File: src/rtl/jtag_pkg.sv
// Shared types and constants for the upstream JTAG scan master.
// Preamble patterns are stored LSB-first: bit 0 is the first TMS after accept.
package jtag_pkg;

  localparam int MAX_LEN_DEF    = 128;
  localparam int RST_TMS_CYCLES = 5;

  localparam int         DR_PRE_LEN = 3;
  localparam int         IR_PRE_LEN = 4;
  localparam logic [3:0] DR_PRE     = 4'b0001;
  localparam logic [3:0] IR_PRE     = 4'b0011;

  typedef enum logic [3:0] {
    RST_SEQ,
    IDLE,
    SEL_DR,
    SEL_IR,
    CAPTURE,
    SHIFT,
    EXIT1,
    UPDATE,
    RSP
  } state_e;

  function automatic logic pre_tms(
    input logic       ir,
    input logic [1:0] idx
  );
    return ir ? IR_PRE[idx] : DR_PRE[idx];
  endfunction

endpackage

File: src/rtl/jtag_scan_master.sv
// JTAG scan master: walks the TAP from Run-Test/Idle through an IR or DR
// scan, driving TMS/TDI and capturing TDO into a response word.
module jtag_scan_master
  import jtag_pkg::*;
#(
  parameter  int MAX_LEN = MAX_LEN_DEF,
  localparam int LEN_W   = $clog2(MAX_LEN + 1),
  localparam int IDX_W   = $clog2(MAX_LEN)
) (
  input  logic               TCK,
  input  logic               TRST_N,
  input  logic               cmd_valid,
  output logic               cmd_ready,
  input  logic               cmd_ir,
  input  logic [LEN_W-1:0]   cmd_len,
  input  logic [MAX_LEN-1:0] cmd_data,
  output logic               rsp_valid,
  input  logic               rsp_ready,
  output logic [MAX_LEN-1:0] rsp_data,
  output logic               busy,
  output logic               TMS,
  output logic               TDI,
  input  logic               TDO
);

  state_e               state_q;
  logic [LEN_W-1:0]     cnt_q;
  logic [LEN_W-1:0]     len_q;
  logic                 ir_q;
  logic [1:0]           pidx_q;
  logic [MAX_LEN-1:0]   data_q;
  logic [MAX_LEN-1:0]   rsp_q;
  logic                 tms_q;
  logic                 tdi_q;

  logic [LEN_W-1:0]     len_d;
  logic [LEN_W-1:0]     len_m1;
  logic [LEN_W-1:0]     cnt_nxt;
  logic [1:0]           pidx_nxt;
  logic [1:0]           pre_last;
  logic [IDX_W-1:0]     bit_idx;

  assign len_d    = (cmd_len > LEN_W'(MAX_LEN)) ? LEN_W'(MAX_LEN) : cmd_len;
  assign len_m1   = len_q - 1'b1;
  assign cnt_nxt  = cnt_q + 1'b1;
  assign pidx_nxt = pidx_q + 2'd1;
  assign pre_last = ir_q ? 2'(IR_PRE_LEN - 1) : 2'(DR_PRE_LEN - 1);
  assign bit_idx  = cnt_q[IDX_W-1:0];

  assign cmd_ready = (state_q == IDLE);
  assign rsp_valid = (state_q == RSP);
  assign busy      = (state_q != IDLE);
  assign rsp_data  = rsp_q;
  assign TMS       = tms_q;
  assign TDI       = tdi_q;

  always_ff @(posedge TCK) begin
    if (!TRST_N) begin
      state_q <= RST_SEQ;
      cnt_q   <= '0;
      len_q   <= '0;
      ir_q    <= 1'b0;
      pidx_q  <= 2'd0;
      data_q  <= '0;
      rsp_q   <= '0;
      tms_q   <= 1'b1;
      tdi_q   <= 1'b0;
    end else begin
      unique case (state_q)
        RST_SEQ: begin
          tdi_q <= 1'b0;
          if (cnt_q == LEN_W'(RST_TMS_CYCLES)) begin
            state_q <= IDLE;
            cnt_q   <= '0;
            tms_q   <= 1'b0;
          end else begin
            cnt_q <= cnt_nxt;
            tms_q <= (cnt_q != LEN_W'(RST_TMS_CYCLES - 1));
          end
        end

        IDLE: begin
          tms_q <= 1'b0;
          tdi_q <= 1'b0;
          if (cmd_valid) begin
            ir_q   <= cmd_ir;
            len_q  <= len_d;
            data_q <= cmd_data;
            rsp_q  <= '0;
            cnt_q  <= '0;
            pidx_q <= 2'd0;
            // Zero-length scans never leave Run-Test/Idle.
            if (len_d == '0) begin
              state_q <= RSP;
            end else begin
              state_q <= SEL_DR;
              tms_q   <= pre_tms(cmd_ir, 2'd0);
            end
          end
        end

        SEL_DR, SEL_IR, CAPTURE: begin
          if (pidx_q == pre_last) begin
            state_q <= SHIFT;
            cnt_q   <= '0;
            tms_q   <= (len_q == LEN_W'(1));
            tdi_q   <= data_q[0];
            data_q  <= data_q >> 1;
          end else begin
            pidx_q  <= pidx_nxt;
            tms_q   <= pre_tms(ir_q, pidx_nxt);
            state_q <= (ir_q && pidx_q == 2'd0) ? SEL_IR : CAPTURE;
          end
        end

        SHIFT: begin
          rsp_q[bit_idx] <= TDO;
          if (cnt_q == len_m1) begin
            state_q <= EXIT1;
            tms_q   <= 1'b1;
            tdi_q   <= 1'b0;
          end else begin
            cnt_q  <= cnt_nxt;
            tms_q  <= (cnt_nxt == len_m1);
            tdi_q  <= data_q[0];
            data_q <= data_q >> 1;
          end
        end

        EXIT1: begin
          state_q <= UPDATE;
          tms_q   <= 1'b0;
        end

        UPDATE: begin
          state_q <= RSP;
          tms_q   <= 1'b0;
        end

        RSP: begin
          tms_q <= 1'b0;
          tdi_q <= 1'b0;
          if (rsp_ready) begin
            state_q <= IDLE;
          end
        end

        default: begin
          state_q <= RST_SEQ;
          cnt_q   <= '0;
          tms_q   <= 1'b1;
          tdi_q   <= 1'b0;
        end
      endcase
    end
  end

endmodule

File: config.mk
export PLATFORM = sky130hd
export DESIGN_NAME = jtag_scan_master
export DESIGN_NICKNAME = d
export VERILOG_FILES = /design/src/rtl/jtag_pkg.sv /design/src/rtl/jtag_scan_master.sv
export SDC_FILE = /design/constraint.sdc
export NUM_CORES = 1
export LEC_CHECK = 0
export ABC_AREA = 1
export ABC_CLOCK_PERIOD_IN_PS = 5500
export CORE_UTILIZATION = 57
export DETAILED_ROUTE_END_ITERATION = 10
export PLACE_DENSITY = 0.87
export SYNTH_ARGS = -nofsm -noshare
export SYNTH_HDL_FRONTEND = slang
export SYNTH_SLANG_ARGS = --single-unit
File: constraint.sdc
create_clock -name TCK -period 5.5 [get_ports TCK]
set_input_delay 1.65 -clock TCK [delete_from_list [all_inputs] [get_ports TCK]]
set_output_delay 1.65 -clock TCK [all_outputs]
set_load 0.01 [all_outputs]
Word level (Yosys, flattened, before mapping)
Index checks and enable logic that the tools add are counted.

Muxes and demuxes: 41. Shift operators: 0. $lt $le $gt $ge: 4. Div/mod/pow operators: 0. Bitwise gates (word level): 2. Equal/unequal tests: 22. Reductions and logical operators: 18. Add/subtract/negate cells: 3. $mul: 0.

Operator list (number): $mux 128 (4); $pmux 128 s3 (1); $pmux 128 s2 (1); $bwmux 128 (1); $mux 8 (5); $pmux 8 s5 (1); $pmux 4 s7 (1); $mux 4 (5); $eq 4x3->1 const B (4); $eq 8x8->1 (2); $mux 1 (12); $ne 2x2->1 const B (6); $reduce_and 4->1 (3); $add 8x1->8 const B (1); $eq 4x2->1 const B (2); $eq 8x1->1 const B (1); $eq 8x3->1 const B (1); $gt 8x8->1 const B (1); $logic_not 8->1 (1); $lt 7x8->1 const B (1); $ne 8x3->1 const B (1); $sub 8x1->8 const B (1); $demux 1 s7 (1); $ge 7x1->1 const B (1); 23 further kinds (32).

Latch bits: 0. Bits in registers: 281. Output and inout bits: 133. Memories kept: 0. Word-level logic and storage cells: 99. ROM bits: 0. Bits in writable memories: 0. Input port bits: 142.

Logic depth before layout (Yosys ltp)
Gate-level depths: netlist of the first run.

Depth in word-level cells: 6. Depth in mapped cells: 17. Depth with buffers taken out: 17.

Worst setup path before layout of the first run
Ideal clock, no wire load.

Path kind: input -> register. Start: in cmd_valid. End: reg data_q[10]. Library setup time: 0.113 ns. Required time: 5.387 ns. Cell stages on the path: 10. Buffers on the path: 2. Path slack: 2.805 ns. Arrival time: 2.583 ns. Path through: nor2_1 -> inv_1 -> nand2_1 -> inv_1 -> nand3_4 -> buf_6 -> buf_4 -> nand2_1 -> nand2_1 -> nor2_1.

Longest elaborated chain between the ends: 2.

RTL lines: start: declaration (RTL line jtag_scan_master.sv:12) `input logic cmd_valid,`; $ne 2x2->1 (no source line); $reduce_and 4->1 (no source line); end signal: assignment (RTL line jtag_scan_master.sv:88) `data_q <= cmd_data;`; end signal: assignment (RTL line jtag_scan_master.sv:108) `data_q <= data_q >> 1;`; end signal: assignment (RTL line jtag_scan_master.sv:126) `data_q <= data_q >> 1;`; end: declaration (RTL line jtag_scan_master.sv:31) `logic [MAX_LEN-1:0] data_q;`.

Every way passes these cells. A chain may end at the register's enable or synchronous reset.

Final worst setup path of the first run
Start: reg state_q[1]. End: out rsp_valid.

Longest elaborated chain between the ends: 1.

RTL lines: start: declaration (RTL line jtag_scan_master.sv:26) `state_e state_q;`; start signal: assignment (RTL line jtag_scan_master.sv:112) `state_q <= (ir_q && pidx_q == 2'd0) ? SEL_IR : CAPTURE;`; $eq 4x4->1 (RTL line jtag_scan_master.sv:51) `assign rsp_valid = (state_q == RSP);`; end: declaration (RTL line jtag_scan_master.sv:17) `output logic rsp_valid,`.

Every way passes these cells.

==> reports/results.env, run 1 <==
RUN_STATUS='finished clean'
PLACEMENT_ROWS=57
INITIAL_UTILIZATION_PCT=58.24
GRT.TOTAL_USAGE_PCT=29.99
WORSTPATHMAXFANOUT=5
GRT_ANTENNA_BEFORE_REPAIR=0
YOSYS.AREA.TOP_TYPE_SHARE_PCT=39.60
DETAILEDROUTE.FIRSTITERATIONVIOLATIONS=1608
CTS_TREE='yes'
TIMING.CLOCK.SKEW_NS=0.01025
TIMING.CRITICAL_PATH.ARRIVAL_NS=2.07
DRT_PASS1_ITERATIONS=6
REPORT.FINAL.SETUP_VIOL=0
POST_CTS_RESIZED=0
USE_MET1_PCT=39.21
SWSHARE_PCT=36.33
CTS_SETUP_BUFFERS=0
WIRE_LENGTH_OF_THE_FIRST_GLOBAL_ROUTING_PASS_UM=64250
TIMING_HOLD_VIOLATIONS_FINAL=0
ANTENNA_LEFT=0
FIN_CRIT_SH_PCT=67.65
PIN_COUNT_OF_THE_BIGGEST_NET_ENTERING_GLOBAL_ROUTING=156
CELLS_AFTER_SYNTHESIS=2289
ROUTE.DETAILED.VIAS_PER_INST=5.295
FP.COREAREA_UM2=24390
GRTUSAGEMET3_PCT=5.117
P_INT_uW=4457
P_SEQ_SHARE_PCT=36.9
CLOCK_TREE.ROOT_CELL='clkbuf_16'
POSTSYNTHAREAPERCELL_UM2=6.206
GLOBAL_ROUTE.USAGE.MET2_PCT=49.90
POSTSYNTHREGISTERBITS=281
FINAL-MAX-SLEW-VIOLATION-COUNT=0
DIE_X_UM=159.9
GRT-BUSIEST-LAYER='met2'
WORST_IR_DROP_VDD_mV=0.2769
POWER_FRAC_CLOCK_PCT=29.5
PLACE.PORT_BUFFERS=274
FINAL_NETS=2614
POWER_uW=7000
WORSTMARGINPINSLEW_NS=1.096
FMAX_GHz=0.2688
INSERTEDDIODECOUNT=0
NUMBER_OF_NETS_IN_THE_SYNTHESIZED_NETLIST=2438
CLK-INSERTION-DELAY-LATE_NS=0.55
FINAL_CRITICAL_PATH_REQUIRED_PERIOD_NS=3.721
DRIVE_ABOVE_1_SHARE_PCT=2.939
CTS_HOLD_BUF=0
H_TREE_LVL_COUNT=1
FP.DIEH_UM=159.9
FIRST_GLOBAL_VIAS=13540
ROUTE.DETAILED.WL_PER_INST_UM=14.15
HPWL_AFTER_DETAILED_PLACEMENT_UM=25130
POWER-PER-CELL-AREA_nW_PER_UM2=394.6
SYNTH.DISTINCT_CELLS=33
SHARE_COMB_OF_TOTAL_POWER_PCT=33.6
MAX_CAP_VIOL_COUNT=0
SYNTH.CELL_AREA_UM2=14210
REGTOREGSETUPSLACK_NS=2.69
OVERFLOW=0
SINK_COUNT_OF_THE_CLOCK_TREE=281
YOSYSWARNINGS=0
DRC_ERRORS=0
HOLD_CLASS='reg2reg'
SYNTH_AREA_LEADERS='dfxtp_1 (40%), nand2_1 (20%), nor2_1 (12%)'
CLK_TRANSITION_REPORTED_PATHS_NS=0.06
DR_TOTAL_VIAS=14870
NUMCTSBUFFERS=29
CRITPATHKIND='reg2out'
SLEW_HEADROOM_PCT=26.74
SYNTH_COMMONEST_CELLS='nand2_1 (749), nor2_1 (440), dfxtp_1 (281)'
WORSTSETUPENDPOINTTYPE='output pin'
CP-START-KIND='flop'
FLOORPLAN.DIE_AREA_UM2=25560
DRT_WL_TOTAL_UM=39740
GRT_SETUP_UNREPAIRED='false'
AREA.GROWTH.SYNTH_TO_FINAL_PCT=24.86
NET-SWITCHING-POWER_uW=2543
YOSYSMOSTFREQUENTCELL='nand2_1'
LAYOUT.FILLER_CELLS=1958
SETUP-TNS-FINAL_NS=0
SYNTH-EDFF-COUNT=0
SYNTH-SEQ-AREA-SHARE_PCT=39.60
SYNTH_TOP_AREA_CELL='dfxtp_1'
LEAKAGE_uW=0.007579
POSTSYNTH.ASYNCRESETSHARE_PCT=0
CLOCK_TREE.BUFFER_DEPTH=3
SYNTH-MAIN-FF-CELL='dfxtp_1'
FINALWEIGHTEDCONGESTION=0.8647
TOP_PORTS=275
WORST-ENDPOINT-REQUIRED_NS=3.85
==> per-stage QoR <==
step	utilization [%]	setup slack, ns	hold WS (ns)	cells	cell area [um2]
floorplan	-	2.805	0.4704	2289	14210
global placement	68.65	1.983	0.4466	2758	16740
detailed placement	68.65	1.918	0.4523	2758	16740
CTS	72.72	1.773	0.4607	2808	17740
global route	72.72	1.714	0.4740	2808	17740
finish	72.72	1.779	0.4568	2808	17740
==> flip-flops by register name, indices dropped and copies added, names as in the netlist <==
name	cells
len_q	8
pidx_q	2
cnt_q	8
TMS	1
state_q	4
rsp_data	128
data_q	128
TDI	1
ir_q	1
==> worst max-delay path, cell delays in order, from the launching register on <==
cell	delay [ns]
dfxtp_1	0.37
nor2_1	0.18
nand2_1	0.12
nor2_1	0.21
clkdlybuf4s50_1	0.64
==> cell families after synthesis <==
logic type,share of synthesized area [%]
adder cells (fa/ha/maj),0.6165
AND/OR/NAND/NOR,34.35
AO/OA/AOI/OAI,14.75
buffers and inverters,10.13
XOR/XNOR,0.5549
flip-flops,39.60
==> final cells by class <==
type | instances | area [um2] | share of cell area, %
multi-input cells | 1688 | 7159 | 40.36
flip-flops and latches | 281 | 5625 | 31.71
repair buffers | 286 | 2880 | 16.24
clock buffers | 38 | 799.5 | 4.507
inverters | 179 | 674.4 | 3.802
well taps | 324 | 405.4 | 2.285
clock inverters | 12 | 193.9 | 1.093
==> path summary, 6_finish.rpt <==
| path | cells after the start | endpoint | from |
|---|---|---|---|
| worst max-delay path | 4 | rsp_valid | state_q[1]$_SDFFE_PN0P_ |
| worst min-delay path | 2 | rsp_data[16]$_SDFFE_PN0P_ | rsp_data[16]$_SDFFE_PN0P_ |
| worst max register to register | 7 | rsp_data[118]$_SDFFE_PN0P_ | state_q[0]$_SDFFE_PN0P_ |
| worst min register to register | 2 | rsp_data[16]$_SDFFE_PN0P_ | rsp_data[16]$_SDFFE_PN0P_ |
==> power groups by stage <==
stage                     Combinational (uW)  Clock, uW  Sequential, uW
after CTS                               2330       2080            2580
final                                   2350       2070            2580
after floorplan                         1970          0            2570
after global routing                    2710       2180            2620
after global placement                  2210          0            2610
after detailed placement                2300          0            2620
==> routing by layer <==
layer	routed length, um	up-vias
li1	-	7459
met1	16820	6700
met2	18080	616
met3	3617	93
met4	1215	0
met5	0	-
==> cells in the final DEF, fill, tap and decap left out, types with 2 or more instances in the layout <==
cell | synthesis | final
a22oi_1 | 2 | 2
o21ai_0 | 250 | 250
a21oi_1 | 144 | 144
inv_1 | 177 | 175
a211oi_1 | 2 | 2
clkinvlp_4 | 0 | 2
clkbuf_16 | 0 | 29
nor3_1 | 6 | 6
buf_4 | 2 | 9
nor2_4 | 2 | 4
nand3_1 | 35 | 35
nand3b_1 | 2 | 2
bufinv_16 | 0 | 5
ha_1 | 7 | 7
buf_12 | 0 | 4
o21ai_1 | 16 | 16
xor2_1 | 9 | 9
clkdlybuf4s50_1 | 0 | 273
clkbuf_1 | 75 | 5
nand3_4 | 2 | 2
nand4_1 | 13 | 13
dfxtp_1 | 281 | 281
nor2_1 | 440 | 438
nand2_1 | 749 | 748
nor2_2 | 2 | 2
inv_2 | 1 | 2
clkbuf_8 | 0 | 4
clkinv_2 | 0 | 4
(Power assumes the default switching activity.)
==> inputs of run 2 (changes only) <==
- ABC_CLOCK_PERIOD_IN_PS: 5500 -> 3000
- CORE_UTILIZATION: 57 -> 48
- PLACE_DENSITY: 0.87 -> 0.78
- clock period: 5.5 -> 3 ns (I/O delays scaled with it)
==> reports/results.env, run 2 (synthesis gave the netlist of run 1 again) <==
RUN_STATUS='finished clean'
REG2REG_TO='data_q[76]$_SDFFE_PN0P_'
WORSTPATHMAXFANOUT=5  # unchanged
PIN_COUNT_OF_THE_BIGGEST_NET_ENTERING_GLOBAL_ROUTING=144  # -7.7%
FIN_CRIT_SH_PCT=93.83
CP_CELL_SEQUENCE='inv_1 -> nor2_1 -> nand2_1 -> clkdlybuf4s50_1'
TIMING.CLOCK.SKEW_NS=0.009346  # -0.0009038 ns
CP-START-KIND='flop'
REPORT.FINAL.SETUP_VIOL=0  # unchanged
GRT_ANTENNA_BEFORE_REPAIR=0  # unchanged
WIRE_LENGTH_OF_THE_FIRST_GLOBAL_ROUTING_PASS_UM=64740  # +0.76%
MAX_CAP_VIOL_COUNT=0  # unchanged
SETUP-TNS-FINAL_NS=0  # unchanged
FINAL_NETS=2629  # +0.57%
LEADING_CELL_TYPES_IN_THE_LAYOUT_FILL_AND_TAPS_EXCLUDED='nand2_1 (748), nor2_1 (438), dfxtp_1 (281)'
REGTOREGSETUPSLACK_NS=0.34  # -2.35 ns
NUMCTSBUFFERS=31  # +6.9%
DRC_ERRORS=0  # unchanged
AREA.GROWTH.SYNTH_TO_FINAL_PCT=26.91
DRIVE_ABOVE_1_SHARE_PCT=3.674  # +0.74 points
SLEW_HEADROOM_PCT=39.51  # +13 points
INITIAL_UTILIZATION_PCT=49.10  # -9.1 points
H_TREE_LVL_COUNT=1  # unchanged
DPL-INSTANCE-AREA_UM2=17010  # +1.6%
DRT_PASS1_ITERATIONS=5  # -1
INSERTEDDIODECOUNT=0  # unchanged
FIRST_GLOBAL_VIAS=13280  # -1.9%
DRT_WL_TOTAL_UM=40130  # +1.0%
FINAL_CRITICAL_PATH_REQUIRED_PERIOD_NS=2.815
CLK_TRANSITION_REPORTED_PATHS_NS=0.06  # about the same
FINALWEIGHTEDCONGESTION=0.8599  # -0.56%
CRITPATHKIND='reg2out'
ROUTE.DETAILED.WL_PER_INST_UM=13.90  # -1.8%
ANTENNA_LEFT=0  # unchanged
FP.DIEH_UM=174.0  # +8.9%
ENDPOINT='busy'
CRITICAL_PATH.REG2REG.STARTPOINT='len_q[0]$_SDFFE_PN0P_'
SINK_COUNT_OF_THE_CLOCK_TREE=281  # unchanged
FINAL_CORE_UTIL_PCT=62.31  # -10 points
OVERFLOW=0  # unchanged
CPMAXSTAGEDELAYCELL='clkdlybuf4s50_1'
CTS_TREE='yes'
CLK-INSERTION-DELAY-LATE_NS=0.56  # about the same
TOP_PORTS=275  # unchanged
GRT.TOTAL_USAGE_PCT=25.47  # -4.5 points
CLOCK_TREE.ROOT_CELL='clkbuf_16'
LAYOUT.CELLS.MOST_COMMON='nand2_1'
HPWL_AFTER_DETAILED_PLACEMENT_UM=25760  # +2.5%
TIMING.CRITICAL_PATH.ARRIVAL_NS=1.91  # -0.16 ns
FMAX_GHz=0.3552
GRT_SETUP_UNREPAIRED='false'
DR_TOTAL_VIAS=14720  # -1.0%
PLACE.PORT_BUFFERS=274  # unchanged
FP.COREAREA_UM2=28940  # +19%
FLOORPLAN.DIE_AREA_UM2=30290  # +19%
FINAL-MAX-SLEW-VIOLATION-COUNT=0  # unchanged
ROUTE.DETAILED.VIAS_PER_INST=5.096  # -3.8%
CP-STARTPOINT='state_q[0]$_SDFFE_PN0P_'
RR_WORST_DEPTH=16  # +9
POWER_uW=12910  # +84%
TIMING.CRITICAL_PATH.BUF_INV=2  # +1
DIE_X_UM=174.0  # +8.9%
PLACEMENT_ROWS=62  # +8.8%
WORSTMARGINPINSLEW_NS=0.9047  # -0.1911 ns
DETAILEDROUTE.FIRSTITERATIONVIOLATIONS=1438  # -11%
CPLARGESTDELAYFAMILY='buffers and inverters'
DESIGN_AREA_UM2=18030  # +1.6%
CRITICAL_PATH.MAX_STAGE_DELAY_NS=0.59  # -0.05 ns
WORSTSETUPENDPOINTTYPE='output pin'
WORST_IR_DROP_VDD_mV=0.4917  # +78%
CRIT_CELLS=4  # unchanged
WORST-ENDPOINT-REQUIRED_NS=2.10  # -1.75 ns
CTS_SETUP_BUFFERS=0  # unchanged
LEAKAGE_uW=0.007707  # +1.7%
CLOCK_TREE.BUFFER_DEPTH=3  # unchanged
POWER-PER-CELL-AREA_nW_PER_UM2=716.0  # +81%
HOLD_CLASS='reg2reg'
TIMING_HOLD_VIOLATIONS_FINAL=0  # unchanged
-- run 2: cell types whose count changed in the layout (fill, tap and decap cells not counted) --
cell,previous run,this run
clkbuf_1,5,6
buf_12,4,11
clkbuf_16,29,31
buf_4,9,15
dlygate4sd2_1,0,2
clkinvlp_4,2,1
bufinv_16,5,1
clkdlybuf4s50_1,273,271
clkinv_2,4,6
clkbuf_8,4,11
-- run 2: through the flow --
stage	hold WS [ns]	cells	setup slack, ns
global placement	0.4445	2831	0.3516
CTS	0.4600	2888	0.1952
finish	0.4577	2888	0.1851
detailed placement	0.4505	2831	0.2951
global route	0.4750	2888	0.1062
floorplan	0.4704	2289	0.9152
-- run 2: worst min path at each step --
stage                                         start                   endpoint  slack, ns  cells past startpoint
after floorplan              pidx_q[0]$_SDFFE_PN0P_     pidx_q[0]$_SDFFE_PN0P_       0.47                      1
after global placement    rsp_data[78]$_SDFFE_PN0P_  rsp_data[78]$_SDFFE_PN0P_       0.44                      2
after detailed placement  rsp_data[38]$_SDFFE_PN0P_  rsp_data[38]$_SDFFE_PN0P_       0.45                      2
after CTS                 rsp_data[38]$_SDFFE_PN0P_  rsp_data[38]$_SDFFE_PN0P_       0.46                      2
after global routing      rsp_data[68]$_SDFFE_PN0P_  rsp_data[68]$_SDFFE_PN0P_       0.48                      2
final                     rsp_data[13]$_SDFFE_PN0P_  rsp_data[13]$_SDFFE_PN0P_       0.46                      2
-- run 2: layer usage --
metal / wire, um / vias up / track usage [%]
met3: 3416 / 76 / 5.971
met1: 17830 / 6613 / 33.57
li1: - / 7498 / -
met2: 17880 / 531 / 41.30
met5: 0 / - / 0
met4: 1006 / 0 / 7.566
-- run 2: report_power, final --
| part | internal, uW | total, uW | switching (uW) |
|---|---|---|---|
| clock | 2250 | 3780 | 1540 |
| combinational | 1480 | 4390 | 2900 |
| sequential | 4470 | 4740 | 271 |
| total | 8200 | 12900 | 4710 |
-- run 2: final cells by class --
| type | instances | area, um2 |
|---|---|---|
| inverters | 179 | 674.4 |
| repair buffers | 299 | 3063 |
| fillers | 2586 | 10910 |
| clock inverters | 9 | 76.32 |
| well taps | 384 | 480.5 |
| flip-flops and latches | 281 | 5625 |
| multi-input cells | 1688 | 7159 |
| clock buffers | 48 | 949.7 |
-- run 2: worst min-delay path, stage by stage, from the launching register on --
cell and delay (ns):
dfxtp_1 0.31, nand2_1 0.06, a21oi_1 0.05
-- run 2: timing repair --
item | 4_1_cts | 5_1_grt
hold buffers | 0 | 0
gates resized for setup | 2 | 0
endpoints found under the setup margin | 2 | 0
==> inputs of run 3 (changes only) <==
- CAP_MARGIN: not set -> 5
- CORE_ASPECT_RATIO: not set -> 0.8
==> reports/results.env, run 3 (synthesis gave the netlist of run 1 again) <==
DRT_PASS1_ITERATIONS=5  # unchanged
TIMING.CRITICAL_PATH.ARRIVAL_NS=1.96  # +0.05 ns
NET-SWITCHING-POWER_uW=4767  # +1.2%
ANTENNA_LEFT=0  # unchanged
FINAL-MAX-SLEW-VIOLATION-COUNT=0  # unchanged
INITIAL_UTILIZATION_PCT=49.51  # +0.41 points
WIRE_LENGTH_OF_THE_FIRST_GLOBAL_ROUTING_PASS_UM=65620  # +1.4%
CRITPATHKIND='reg2out'
MAX_CAP_VIOL_COUNT=0  # unchanged
CTS_TREE='yes'
TIMING.CLOCK.SKEW_NS=0.01705  # +0.007705 ns
P_INT_uW=8305  # +1.3%
CLOCK_TREE.ROOT_CELL='clkbuf_16'
REPORT.FINAL.SETUP_VIOL=0  # unchanged
CLOCK_TREE.BUFFER_DEPTH=3  # unchanged
INSERTEDDIODECOUNT=0  # unchanged
SWSHARE_PCT=36.47  # about the same
DRIVE_ABOVE_1_SHARE_PCT=3.987  # +0.31 points
TIMING.FINAL.WS_SETUP_NS=0.1430  # -0.04201 ns
WORST-ENDPOINT-REQUIRED_NS=2.10  # about the same
FINALWEIGHTEDCONGESTION=0.8559  # -0.47%
LAYOUT.FILLER_CELLS=2552  # -1.3%
DR_TOTAL_VIAS=14730  # +0.054%
DRC_ERRORS=0  # unchanged
GLOBAL_ROUTE.USAGE.MET2_PCT=42.63  # +1.3 points
GRT.TOTAL_USAGE_PCT=25.98  # +0.50 points
CLK_TRANSITION_REPORTED_PATHS_NS=0.06  # about the same
FMAX_GHz=0.3500  # -1.5%
FINAL_CORE_UTIL_PCT=63.05  # +0.74 points
GRTUSAGEMET3_PCT=3.588  # -2.4 points
LEAKAGE_uW=0.007741  # +0.43%
SINK_COUNT_OF_THE_CLOCK_TREE=281  # unchanged
FIRST_GLOBAL_VIAS=13460  # +1.4%
TIMING_HOLD_VIOLATIONS_FINAL=0  # unchanged
DETAILEDROUTE.FIRSTITERATIONVIOLATIONS=964  # -33%
OVERFLOW=0  # unchanged
POWER_FRAC_CLOCK_PCT=29.8  # +0.5 points
USE_MET1_PCT=35.37  # +1.8 points
TOP_PORTS=275  # unchanged
GRT_ANTENNA_BEFORE_REPAIR=0  # unchanged
PLACEMENT_ROWS=55  # -11%
WORST_IR_DROP_VDD_mV=0.4609  # -6.3%
FIN_CRIT_SH_PCT=95.23  # +1.4 points
GRT-BUSIEST-LAYER='met2'
RUN_STATUS='finished clean'
NUMCTSBUFFERS=30  # -3.2%
WORSTPATHMAXFANOUT=5  # unchanged
HOLDWS_NS=0.4606  # +0.002859 ns
AREA.GROWTH.SYNTH_TO_FINAL_PCT=27.36
LAYOUT.CELLS.MOST_COMMON='nand2_1'
HOLD_CLASS='reg2reg'
SLEW_HEADROOM_PCT=53.32  # +14 points
P_SEQ_SHARE_PCT=36.2  # -0.5 points
DIE_X_UM=194.3  # +12%
SETUP-TNS-FINAL_NS=0  # unchanged
HPWL_AFTER_DETAILED_PLACEMENT_UM=26380  # +2.4%
FLOORPLAN.DIE_AREA_UM2=30290  # about the same
WORSTMARGINPINSLEW_NS=0.7003  # -0.2045 ns
PLACE_WS_NS=0.2634  # -0.03170 ns
POWER-PER-CELL-AREA_nW_PER_UM2=722.5  # +0.91%
PLACE.PORT_BUFFERS=274  # unchanged
FP.DIEH_UM=155.9  # -10%
CP-START-KIND='flop'
FINAL_NETS=2633  # +0.15%
POWER_uW=13070  # +1.3%
LEADING_CELL_TYPES_IN_THE_LAYOUT_FILL_AND_TAPS_EXCLUDED='nand2_1 (748), nor2_1 (438), dfxtp_1 (280)'
MULTIINPUTGATEAREA_UM2=7159  # unchanged
CLK-INSERTION-DELAY-LATE_NS=0.56  # about the same
DRT_WL_TOTAL_UM=40480  # +0.87%
FINAL_CRITICAL_PATH_REQUIRED_PERIOD_NS=2.857  # +0.04201 ns
FP.COREAREA_UM2=28700  # -0.83%
GRT_SETUP_UNREPAIRED='false'
ROUTE.DETAILED.WL_PER_INST_UM=14.07  # +1.2%
FF_LATCH_AREA_UM2=5627  # about the same
H_TREE_LVL_COUNT=1  # unchanged
SHARE_COMB_OF_TOTAL_POWER_PCT=34.0  # about the same
ROUTE.DETAILED.VIAS_PER_INST=5.117  # +0.40%
PIN_COUNT_OF_THE_BIGGEST_NET_ENTERING_GLOBAL_ROUTING=144  # unchanged
WORSTSETUPENDPOINTTYPE='output pin'
-- run 3: metrics by stage --
step                      cell area [um2]  instances
after floorplan                     14210       2289
after global placement              17040       2822
after detailed placement            17040       2822
final                               18090       2878
after CTS                           18090       2878
after global routing                18090       2878
-- run 3: worst paths after layout --
kind,startpoint,end,slack (ns),cells past startpoint
max,state_q[0]$_SDFFE_PN0P_,cmd_ready,0.14,5
min,rsp_data[118]$_SDFFE_PN0P_,rsp_data[118]$_SDFFE_PN0P_,0.46,2
max reg2reg,len_q[0]$_SDFFE_PN0P_,data_q[72]$_SDFFE_PN0P_,0.36,16
min reg2reg,rsp_data[118]$_SDFFE_PN0P_,rsp_data[118]$_SDFFE_PN0P_,0.46,2
-- run 3: power groups by stage --
stage | registers [uW] | clock network, uW | logic, uW
after floorplan | 4720 | 0 | 3610
after global placement | 4790 | 0 | 4230
after detailed placement | 4810 | 0 | 4370
after CTS | 4730 | 3950 | 4420
after global routing | 4810 | 4110 | 5150
final | 4730 | 3890 | 4450
-- run 3: final cells by class --
class | count | share of cell area [%]
Sequential cell | 281 | 31.10
Inverter | 179 | 3.728
Clock buffer | 46 | 5.207
Tap cell | 370 | 2.559
Multi-Input combinational cell | 1688 | 39.57
Clock inverter | 10 | 0.6224
Timing Repair Buffer | 304 | 17.21
-- run 3: routing by layer --
| layer | wire length [um] | part of all wire (%) | vias to the layer above |
|---|---|---|---|
| met5 | 0 | 0 | - |
| li1 | - | - | 7514 |
| met3 | 2596 | 6.4 | 90 |
| met4 | 1091 | 2.7 | 0 |
| met2 | 18460 | 46 | 465 |
| met1 | 18330 | 45 | 6657 |
-- run 3: worst max-delay path: stages, from the launching register on --
cell	delay, ns
dfxtp_2	0.37
inv_1	0.09
nor2_1	0.09
nand2_1	0.17
inv_2	0.14
clkdlybuf4s50_1	0.55
-- run 3: repair_timing --
item / CTS / global route
endpoints found under the setup margin: 1 / 1
buffers inserted: 0 / 0
gates resized for setup: 1 / 2
endpoints found under the hold margin: 0 / 0
hold buffers: 0 / 0
